## config.mk

```make
export PLATFORM = sky130hd
export DESIGN_NAME = serializer_scheduler
export DESIGN_NICKNAME = d
export VERILOG_FILES = /design/src/rtl/serial_pkg.sv /design/src/rtl/rr_arbiter.sv /design/src/rtl/serializer_scheduler.sv
export SDC_FILE = /design/constraint.sdc
export NUM_CORES = 1
export LEC_CHECK = 0
export BUFFER_PORTS_ARGS = -buffer_cell sky130_fd_sc_hd__buf_4
export CAP_MARGIN = 20
export CORE_ASPECT_RATIO = 1.75
export CORE_MARGIN = 8
export CORE_UTILIZATION = 45
export DETAILED_ROUTE_END_ITERATION = 7
export PLACE_DENSITY = 0.79
export SLEW_MARGIN = 20
export SYNTH_ARGS = -nofsm -noshare
export SYNTH_HDL_FRONTEND = slang
export SYNTH_SLANG_ARGS = --single-unit
```

## constraint.sdc

```tcl
create_clock -name clk -period 4.93 [get_ports clk]
set_input_delay 0.493 -clock clk [delete_from_list [all_inputs] [get_ports clk]]
set_output_delay 0.493 -clock clk [all_outputs]
set_load 0.005 [all_outputs]
```

## src/rtl/serial_pkg.sv

```systemverilog
// serial_pkg: shared state encoding and width helpers for the serializer scheduler
package serial_pkg;
  typedef enum logic [1:0] {S_IDLE, S_SHIFT, S_GAP} state_t;
  function automatic int clog2(input int v);
    int r = 0;
    while ((1 << r) < v) r++;
    return r;
  endfunction
  function automatic int idx_w(input int v);
    return clog2(v) > 1 ? clog2(v) : 1;
  endfunction
endpackage

```

## src/rtl/rr_arbiter.sv

```systemverilog
// rr_arbiter: combinational round-robin winner select starting at ptr
module rr_arbiter
  import serial_pkg::*;
#(
  parameter int R = 4
) (
  input  logic [R-1:0]        req,
  input  logic [idx_w(R)-1:0] ptr,
  output logic                any_req,
  output logic [idx_w(R)-1:0] win
);
  localparam int SW = idx_w(R);
  always_comb begin
    any_req = |req;
    win = '0;
    for (int i = R - 1; i >= 0; i--)
      if (req[(int'(ptr) + i) % R]) win = SW'((int'(ptr) + i) % R);
  end
endmodule

```

## src/rtl/serializer_scheduler.sv

```systemverilog
// serializer_scheduler: round-robin shares one LSB-first serializer among R requesters
module serializer_scheduler
  import serial_pkg::*;
#(
  parameter int N   = 8,
  parameter int R   = 4,
  parameter int GAP = 1
) (
  input  logic                clk,
  input  logic                reset,
  input  logic [R-1:0]        req,
  input  logic [R*N-1:0]      data_in,
  output logic [R-1:0]        grant,
  output logic                busy,
  output logic                ser_out,
  output logic                ser_valid,
  output logic                ser_last,
  output logic [idx_w(R)-1:0] ser_src
);
  localparam int SW = idx_w(R);
  localparam int CW = clog2(N);
  localparam int GW = idx_w(GAP + 1);
  state_t state_q, state_d;
  logic [SW-1:0] ptr_q, ptr_d, src_q, src_d, win;
  logic [CW-1:0] cnt_q, cnt_d;
  logic [N-1:0] word_q, word_d;
  logic [GW-1:0] gcnt_q, gcnt_d;
  logic [R-1:0] grant_q, grant_d;
  logic any_req, last, arb;
  rr_arbiter #(.R(R)) u_arb (.req(req), .ptr(ptr_q), .any_req(any_req), .win(win));
  assign last = state_q == S_SHIFT && cnt_q == CW'(N - 1);
  assign arb = state_q == S_IDLE || (last && GAP == 0);
  always_comb begin
    state_d = state_q;
    ptr_d = ptr_q;
    src_d = src_q;
    cnt_d = cnt_q;
    word_d = word_q;
    gcnt_d = gcnt_q;
    grant_d = '0;
    if (arb && any_req) begin
      state_d = S_SHIFT;
      ptr_d = win == SW'(R - 1) ? '0 : win + SW'(1);
      src_d = win;
      cnt_d = '0;
      word_d = data_in[win*N +: N];
      grant_d = R'(1) << win;
    end else if (arb) begin
      state_d = S_IDLE;
    end else if (last) begin
      state_d = S_GAP;
      gcnt_d = GW'(GAP > 0 ? GAP - 1 : 0);
    end else if (state_q == S_SHIFT) begin
      cnt_d = cnt_q + CW'(1);
    end else if (state_q == S_GAP) begin
      state_d = gcnt_q == '0 ? S_IDLE : S_GAP;
      gcnt_d = gcnt_q == '0 ? gcnt_q : gcnt_q - GW'(1);
    end
  end
  always_ff @(posedge clk) begin
    if (reset) begin
      state_q <= S_IDLE;
      ptr_q <= '0;
      src_q <= '0;
      cnt_q <= '0;
      word_q <= '0;
      gcnt_q <= '0;
      grant_q <= '0;
    end else begin
      state_q <= state_d;
      ptr_q <= ptr_d;
      src_q <= src_d;
      cnt_q <= cnt_d;
      word_q <= word_d;
      gcnt_q <= gcnt_d;
      grant_q <= grant_d;
    end
  end
  assign grant = grant_q;
  assign busy = state_q != S_IDLE;
  assign ser_valid = state_q == S_SHIFT;
  assign ser_out = ser_valid & word_q[cnt_q];
  assign ser_last = last;
  assign ser_src = src_q;
endmodule
```

# Word-level counts from Yosys, hierarchy flattened
# Cells that the tools add are included.
# W data, S select, Z words.
word_totals:
  regBits: 22
  in_bits: 38
  output_inout_bits: 10
  wordCells: 79
classes:
  n_addsub: 6
  n_lt_le_gt_ge: 5
  eq_ne: 6
  shifts: 2
  muxes: 28
  bitwise_logic: 7
  n_reduce_logical: 17
op_table:
  columns: ["operator", "n"]
  rows:
  - ["$shiftx A32 B6 Y8", 1]
  - ["$mux W2", 9]
  - ["$lt A3 B4 Y1 const B", 4]
  - ["$mux W1", 14]
  - ["$reduce_or A2 Y1", 5]
  - ["$bmux W1 S2", 4]
  - ["$add A2 B1 Y2 const B", 2]
  - ["$add A2 B2 Y2 const B", 2]
  - ["$eq A2 B2 Y1 const B", 2]
  - ["$ne A4 B1 Y1 const B", 1]
  - ["$reduce_and A2 Y1", 2]
  - ["$reduce_and A4 Y1", 1]
  - ["$reduce_bool A2 Y1", 2]
  - ["$reduce_bool A4 Y1", 1]
  - ["$reduce_or A4 Y1", 1]
  - ["$shl A1 B2 Y4 const A", 1]
  - ["$add A3 B1 Y3 const B", 1]
  - ["$and A1 B1 Y1 const A", 3]
  - ["$bmux W1 S3", 1]
  - ["$eq A3 B3 Y1 const B", 1]
  - ["$lt A2 B3 Y1 const B", 1]
  - ["$not A1 Y1", 3]
  - ["$reduce_and A3 Y1", 1]
  - ["$reduce_or A3 Y1", 1]
  - ["6 further kinds", 7]

# Logic depth before layout (Yosys ltp)
# Gate-level depths: netlist of the first run.
logic_depth:
  ltp_word: 12
  ltp_mapped: 7
  mapped_depth_nobuf: 5

# Modules after synthesis
# A second synthesis of the first run with hierarchy kept.
unflattened:
  hier_cells: 95
  hier_area_um2: 1072.3
by_module_without_submodules:
  columns: ["module", "instances", "cells_per_inst", "area_per_inst_um2", "seq_area_each_um2"]
  rows:
  - ["serializer_scheduler", 1, 82, 994.7, 420.4]
  - ["rr_arbiter", 1, 13, 77.6, 0.0]

# Worst setup path before layout of the first run
# No wires, ideal clock.
synth_timing:
  kind: "input to register"
  from: "input port req[0]"
  to: "register word_q[0]"
  setup_ns: 0.122
  arrival_ns: 1.992
  required_time_ns: 4.808
  setup_slack_ns: 2.817
  stages: 6
  n_path_buf: 1
  path_cell_list: "buf_2 -> mux2i_1 -> nor2_1 -> a311oi_4 -> mux2_2 -> a221o_1"
synth_between:
  elab_chain_len: 8
  word_cells_on_any_way: 18
  classes_between: "shift (1); mux (15); reduce/logical (2)"
synth_lines:
  columns: ["element", "line", "text"]
  rows:
  - ["start: declaration", "serializer_scheduler.sv:11", "input logic [R-1:0] req,"]
  - ["$bmux W1 S2", "rr_arbiter.sv:17", "if (req[(int'(ptr) + i) % R]) win = SW'((int'(ptr) + i) % R);"]
  - ["$mux W1 (implied by the code) (2 in a row)", "rr_arbiter.sv:17", null]
  - ["$mux W2 (4 in a row)", "rr_arbiter.sv:17", null]
  - ["$shiftx A32 B6 Y8", "serializer_scheduler.sv:46", "word_d = data_in[win*N +: N];"]
  - ["end signal: assignment", "serializer_scheduler.sv:74", "word_q <= word_d;"]
  - ["end: declaration", "serializer_scheduler.sv:26", "logic [N-1:0] word_q, word_d;"]
# Several ways; a longest one is shown, not always the timed one. The select of a mux whose other input is x is not followed.
# A chain may end at the register's enable or synchronous reset.

# Worst setup path after layout of the first run
layout_timing:
  from: "register ptr_q[1]"
  to: "register word_q[1]"
layout_between:
  elab_chain_len: 9
  word_cells_on_any_way: 19
  classes_between: "add/sub (3); shift (1); mux (15)"
layout_lines:
  columns: ["element", "line", "text"]
  rows:
  - ["start: declaration", "serializer_scheduler.sv:24", "logic [SW-1:0] ptr_q, ptr_d, src_q, src_d, win;"]
  - ["start signal: assignment", "serializer_scheduler.sv:71", "ptr_q <= ptr_d;"]
  - ["$add A2 B2 Y2", "rr_arbiter.sv:17", null]
  - ["$bmux W1 S2", "rr_arbiter.sv:17", null]
  - ["$mux W1 (implied by the code) (2 in a row)", "rr_arbiter.sv:17", null]
  - ["$mux W2 (3 in a row)", "rr_arbiter.sv:17", null]
  - ["$mux W2 *", "rr_arbiter.sv:17", null]
  - ["$shiftx A32 B6 Y8 *", "serializer_scheduler.sv:46", null]
# Every way passes the cells marked *; elsewhere a longest branch is shown, timed or not. The select of a mux whose other input is x is not followed.

==> key figures, run 1 <==
Worst hold path
  – Hold Path Class: register to register

Critical path
  – Worst EP required: 5.07 ns
  – Worst R2R End: word_q[1]
  – Critical Path Sink: word_q[1]
  – Crit-path cells: mux2i_1, nor2_1, a311oi_4, mux2_2, a221o_1
  – Worst Setup SP: ptr_q[1]
  – Worst path depth: 5
  – Critical path's slowest cell: a311oi_4
  – Critical Path Source Type: register
  – Critical path peak fanout: 18
  – Crit path DAT: ~2.7 ns
  – Crit-path leading delay family: compound AO/OA/AOI/OAI gates
  – Reg2reg path depth: 5
  – Reg2reg setup slack: 2.35 ns
  – Setup crit end kind: register
  – Reg-to-reg startpoint: ptr_q[1]
  – Critical path's largest stage delay: 0.91 ns
  – Worst Path Buf+Inv: 0
  – Critical path class: register to register

Logic synthesis
  – Yosys reg bits: 21
  – Ys flop type: dfxtp_1
  – Ys async rst share: 0%
  – Largest family of logic cells by synthesized area: compound AO/OA/AOI/OAI gates
  – Post-Synth Adder-Cell Area: between 2 and 2.5%
  – Synth Area in Simple Gates: roughly 18%
  – Synthesized area: 1210 um2
  – Distinct cells, synth: 31
  – Synth Area in XOR/XNOR: 1.45%
  – Warnings from Yosys: 0
  – Syn avg cell area: just under 9 um2
  – Compound-gate portion of the synthesized area: 18.9%
  – Post-Syn Nets: 177
  – Post-synthesis sequential area ratio: 34.9%
  – Number of synthesized flops with an enable pin: 0
  – Multiplexer share of the synthesized area: 17.3%
  – Post-Synthesis Cells: 137

STA
  – Period utilization: 52.3%
  – TNS Setup: 0 ns
  – Highest Clock Rate: 388 MHz
  – Final Max Slew Viols: 0
  – RSZ-0062 raised after global routing: no
  – Worst slew margin: 29.8%
  – Final Hold Viols: 0
  – Hold Slack: 0.459 ns
  – Final setup vio count: 0
  – Crit path time final: about 2.6 ns
  – Setup ws final: 2.35 ns
  – Worst Skew: 0.00433 ns
  – Worst-Margin Slew: 1.05 ns

Finish
  – # fillers: 235
  – Area of the multi-input gates: roughly 700 um2
  – Final core utilization: 61.0%
  – FF+latch area: 420 um2
  – Ant. Diodes: 0
  – Final nets: 223
  – Commonest cells after routing, fill and taps aside: buf_4 (48), dfxtp_1 (21), nand2_1 (14)
  – Synth-to-layout area growth: 32.9%
  – Share of cells above drive strength 1: 33.5%
  – Commonest non-fill, non-tap cell in the layout: buf_4

Floorplanning
  – Initial core utilization: 45.9%
  – Chip height: roughly 84 um
  – Core region area: 2630 um2
  – Top-level port count: 48
  – Die W: 55.1 um
  – Rows: 25
  – Die area: 4660 um2

Drt
  – Vias per Instance: 5.64
  – ANT nets after route: 0
  – WL final: ~3.3 mm
  – Vias: 1178
  – Residual DRC: 0
  – Number of DRC markers in iteration 0: 36
  – Routed WL per cell: 15.9 um
  – Drt pass-1 iters: 4

Clock network
  – Setup Buffers After CTS: 0
  – Post-CTS Hold Buffers: 0
  – CTS resizes: 0
  – CTS Buffer Depth: 2
  – CTS tree: done
  – Clock sink count: 21
  – CTS H-tree lvls: 1
  – Total CTS buffers: 3
  – Clock Tree Root: clkbuf_8
  – Worst-Skew Late Latency: 0.26 ns
  – Clock Pin Slew Worst Setup and Hold Paths: about 0.08 ns

Global routing
  – Initial antenna violation count: 0
  – Gr ovfl total: 0
  – Pin count of the biggest net entering global routing: 19
  – GR Util All Layers: 15.0%
  – Vias in the first global route: 1223
  – First-pass GRT wire length: about 5.5 mm

Placed design
  – PortBufs: 47
  – Pre-CTS setup slack: 2.31 ns
  – Gp weighted congestion: around 0.84
  – Post-DP HPWL: around 2.7 mm

Pwr
  – Leak pwr: 0.746 nW
  – Pwr Density: 274 nW/um2
  – Total power: 0.000439 W
  – Worst vdd ir: 0.206 mV

Job
  – MaxCap Viol Count: 0

Run status
  – Outcome: finished clean
-- kinds of logic after synthesis --
logic type	count (synthesis)
xor gates and xnor gates	2
adders and majority gates	2
and+or+nand+nor	47
DFF	21
muxes	18
buffers and inverters	18
AOI/OAI and AO/OA	29
-- routing by layer --
| metal | vias up | share of wire, % | global-route usage [%] |
|---|---|---|---|
| met5 | - | 0 | 0 |
| li1 | 584 | - | - |
| met2 | 36 | 56 | 26.2 |
| met3 | 4 | 4.3 | 3.36 |
| met4 | 0 | 1.4 | 4.62 |
| met1 | 554 | 38 | 16.5 |
-- report_power, final --
| part | total (W) | leakage [nW] | internal [W] | switching (W) |
|---|---|---|---|---|
| clock network | 0.000112 | 0.0255 | 0.0000562 | 0.0000557 |
| logic | 0.000128 | 0.548 | 0.0000687 | 0.0000591 |
| registers | 0.000199 | 0.173 | 0.000187 | 0.0000127 |
-- worst min-delay path by stage --
stage	cells past startpoint	startpoint	to	slack (ns)
2_1_floorplan	2	word_q[5]	word_q[5]	0.45
5_1_grt	2	ser_src[0]	ser_src[0]	0.49
4_1_cts	2	ser_src[1]	ser_src[1]	0.46
6_report	2	ser_src[1]	ser_src[1]	0.46
3_5_place_dp	2	ser_src[1]	ser_src[1]	0.45
3_3_place_gp	2	ser_src[1]	ser_src[1]	0.45
-- state kept, by name (all words and copies together), names as in the netlist --
name,flops
ptr_q,2
grant,4
ser_src,2
word_q,8
state_q,2
cnt_q,3
-- Yosys cell counts, types with 2 or more instances --
cell      instances  area [um2]
or2_2             2        12.5
clkbuf_1          3        11.3
o21ai_0           5        25.0
mux4_2            2        45.0
buf_6             2        22.5
nor2_1           11        41.3
nand3_1           4        20.0
nand2_1          14        52.6
mux2i_1          13         130
a221o_1           3        30.0
nor3_1            6        30.0
inv_1            10        37.5
mux2_2            3        33.8
dfxtp_1          21         420
nor4_1            2        12.5
o221ai_1          6        52.6
buf_2             2        10.0
xnor2_1           2        17.5
nand2b_1          5        31.3
a21oi_1           9        45.0
ha_1              2        25.0
-- cell type report --
type / instances / area share (%)
Timing Repair Buffer: 48 / 22.5
Sequential cell: 21 / 26.2
Tap cell: 27 / 2.11
Clock buffer: 3 / 2.58
Inverter: 11 / 2.58
Multi-Input combinational cell: 98 / 43.7
Clock inverter: 1 / 0.312
-- tightest hold or removal path: stages (launching register included) --
cell and delay (ns):
dfxtp_1 0.32, nand2_1 0.05, a21oi_1 0.05
-- through the flow --
step                cells  instance area (um2)
floorplan             137                 1210
global placement      205                 1560
detailed placement    205                 1560
CTS                   209                 1600
global route          209                 1600
finish                209                 1600
No activity file was read; power rests on OpenSTA's default activity.
==> run 2: changes to the inputs <==
==> constraint.sdc (replaced) <==
create_clock -name clk -period 2.46 [get_ports clk]
set_input_delay 0.246 -clock clk [delete_from_list [all_inputs] [get_ports clk]]
set_output_delay 0.246 -clock clk [all_outputs]
set_load 0.005 [all_outputs]
==> run 2 against run 1 <==
Via count up 4.8%. Power up 100%. Critical path depth unchanged. Sequential cell count unchanged. Combinational power up 110%. Die area unchanged. Clock skew down 0.0030 ns. Wire length up 6.8%. Non-clock buffer count up 3. Worst setup slack worse by 1.9 ns. Global-route usage up 1.4 points.
==> key figures, run 2 (synthesis results as in run 1) <==
Run status
  – Outcome: finished clean

Critical path
  – Reg-to-reg startpoint: ptr_q[1]
  – Critical Path Source Type: register
  – Crit path DAT: 2.20 ns (-0.52 ns)
  – Worst R2R End: word_q[2]
  – Setup crit end kind: register
  – Critical path class: register to register
  – Critical path peak fanout: 9 (-9)
  – Reg2reg setup slack: 0.42 ns (-1.93 ns)
  – Worst EP required: 2.61 ns (-2.46 ns)
  – Reg2reg path depth: 5 (unchanged)

Pwr
  – Combinational share of power: 30.0% (+0.9 points)
  – Seq pwr share: 44.8% (-0.6 points)
  – Net Sw Power: 0.000267 W (+110%)
  – Pint: 0.000632 W (+100%)
  – Switch share: 29.7% (+0.67 points)
  – Total power: 0.000899 W (+100%)
  – Worst vdd ir: 0.327 mV (+59%)
  – Pwr Density: 553 nW/um2 (+100%)
  – Clock share of power: 25.3% (-0.2 points)
  – Leak pwr: 0.761 nW (+2.0%)

Finish
  – Ant. Diodes: 0 (unchanged)
  – Final nets: 226 (+1.3%)
  – Share of cells above drive strength 1: 34.6% (+1.1 points)
  – Commonest non-fill, non-tap cell in the layout: buf_4
  – # fillers: 243 (+3.4%)
  – Largest Register: word_q
  – Max reg flops: 8 (unchanged)
  – Commonest cells after routing, fill and taps aside: buf_4 (51), dfxtp_1 (21), nand2_1 (14)
  – Synth-to-layout area growth: 34.8%

Clock network
  – Post-CTS Hold Buffers: 0 (unchanged)
  – CTS Buffer Depth: 2 (unchanged)
  – Clock sink count: 21 (unchanged)
  – CTS resizes: 0 (unchanged)
  – CTS H-tree lvls: 1 (unchanged)
  – CTS tree: done
  – Total CTS buffers: 3 (unchanged)
  – Setup Buffers After CTS: 0 (unchanged)
  – Clock Pin Slew Worst Setup and Hold Paths: 0.08 ns (about the same)
  – Worst-Skew Late Latency: 0.26 ns (about the same)
  – Clock Tree Root: clkbuf_8

Floorplanning
  – Chip height: 84.5 um (unchanged)
  – Top-level port count: 48 (unchanged)
  – Core region area: 2630 um2 (unchanged)
  – Die W: 55.1 um (unchanged)
  – Rows: 25 (unchanged)
  – Initial core utilization: 45.9% (unchanged)
  – Die area: 4660 um2 (unchanged)

Global routing
  – First-pass GRT wire length: 5.91 mm (+7.7%)
  – Gr ovfl total: 0 (unchanged)
  – GR Util All Layers: 16.4% (+1.4 points)
  – Pin count of the biggest net entering global routing: 13 (-6)
  – Vias in the first global route: 1387 (+13%)
  – Initial antenna violation count: 0 (unchanged)

STA
  – Final setup vio count: 0 (unchanged)
  – TNS Setup: 0 ns (unchanged)
  – Highest Clock Rate: 489 MHz (+26%)
  – Hold Slack: 0.253 ns (-0.206 ns)
  – Period utilization: 83.1% (+31 points)
  – Worst Skew: 0.00130 ns (-0.00303 ns)
  – Final Hold Viols: 0 (unchanged)
  – Crit path time final: 2.04 ns (-0.536 ns)
  – RSZ-0062 raised after global routing: no
  – Worst-Margin Slew: 0.792 ns (-0.261 ns)
  – Final Max Slew Viols: 0 (unchanged)
  – Worst slew margin: 46.8% (+17 points)

Drt
  – Residual DRC: 0 (unchanged)
  – Routed WL per cell: 16.7 um (+5.3%)
  – WL met3: 241 um (+69%)
  – Drt pass-1 iters: 4 (unchanged)
  – ANT nets after route: 0 (unchanged)
  – Highest routing layer actually used: met4
  – Met2 WL: 1.95 mm (+4.0%)
  – Vias: 1234 (+4.8%)
  – Vias per Instance: 5.82 (+3.3%)
  – Number of DRC markers in iteration 0: 29 (-19%)
  – WL final: 3.55 mm (+6.8%)
  – M1 WL: 1.24 mm (-1.9%)

Worst hold path
  – Hold Path Depth: 2 (unchanged)
  – Hold Path End: ptr_q[1]
  – Hold Path Class: input pin to register
  – Min-delay src: reset

Placed design
  – Post-DP HPWL: 2.85 mm (+5.2%)
  – PortBufs: 47 (unchanged)
  – Gp weighted congestion: 0.870 (+3.3%)

Job
  – MaxCap Viol Count: 0 (unchanged)
run 2: cell count changes in the layout (fill, tap and decap cells not counted):
| cell | before | now |
|---|---|---|
| buf_4 | 48 | 51 |
run 2: layout make-up:
class | count | area, um2 | area share (%)
Multi-Input combinational cell | 98 | 701 | 43.1
Timing Repair Buffer | 51 | 383 | 23.6
Inverter | 11 | 41.3 | 2.54
Clock buffer | 3 | 41.3 | 2.54
Sequential cell | 21 | 420 | 25.9
Tap cell | 27 | 33.8 | 2.08
Clock inverter | 1 | 5.00 | 0.308
run 2: worst max path at each step:
stage	start	end	slack, ns	depth (start not counted)
CTS	ptr_q[1]	word_q[2]	0.44	5
global placement	ptr_q[1]	word_q[1]	0.55	5
global route	ptr_q[1]	word_q[5]	0.33	6
finish	ptr_q[1]	word_q[2]	0.42	5
detailed placement	ptr_q[1]	word_q[2]	0.48	5
floorplan	ptr_q[1]	word_q[0]	0.51	6
run 2: power by group through the flow:
stage,logic [W],clock network (W),registers (W)
3_3_place_gp,0.000258,0,0.000408
3_5_place_dp,0.000267,0,0.000410
4_1_cts,0.000270,0.000231,0.000402
5_1_grt,0.000294,0.000246,0.000406
2_1_floorplan,0.000176,0,0.000397
6_report,0.000269,0.000227,0.000403
run 2: metal layers:
metal  GRT usage (%)  vias to the layer above
li1                -                      586
met1            16.6                      576
met2            27.5                       55
met3            5.31                       17
met4            8.35                        0
met5               0                        -
run 2: metrics by stage:
stage	cells	setup slack [ns]	cell area [um2]	util (%)
after CTS	212	0.442	1630	61.9
after global placement	208	0.547	1580	60.1
after detailed placement	208	0.476	1580	60.1
final	212	0.417	1630	61.9
after global routing	212	0.328	1630	61.9
after floorplan	137	0.510	1210	-
run 2: worst max-delay path, stage by stage (launching register included):
cell      delay (ns)
dfxtp_1         0.52
mux2i_1         0.23
nor2_1          0.09
a311oi_4        0.40
mux2_2          0.40
a221o_1         0.30
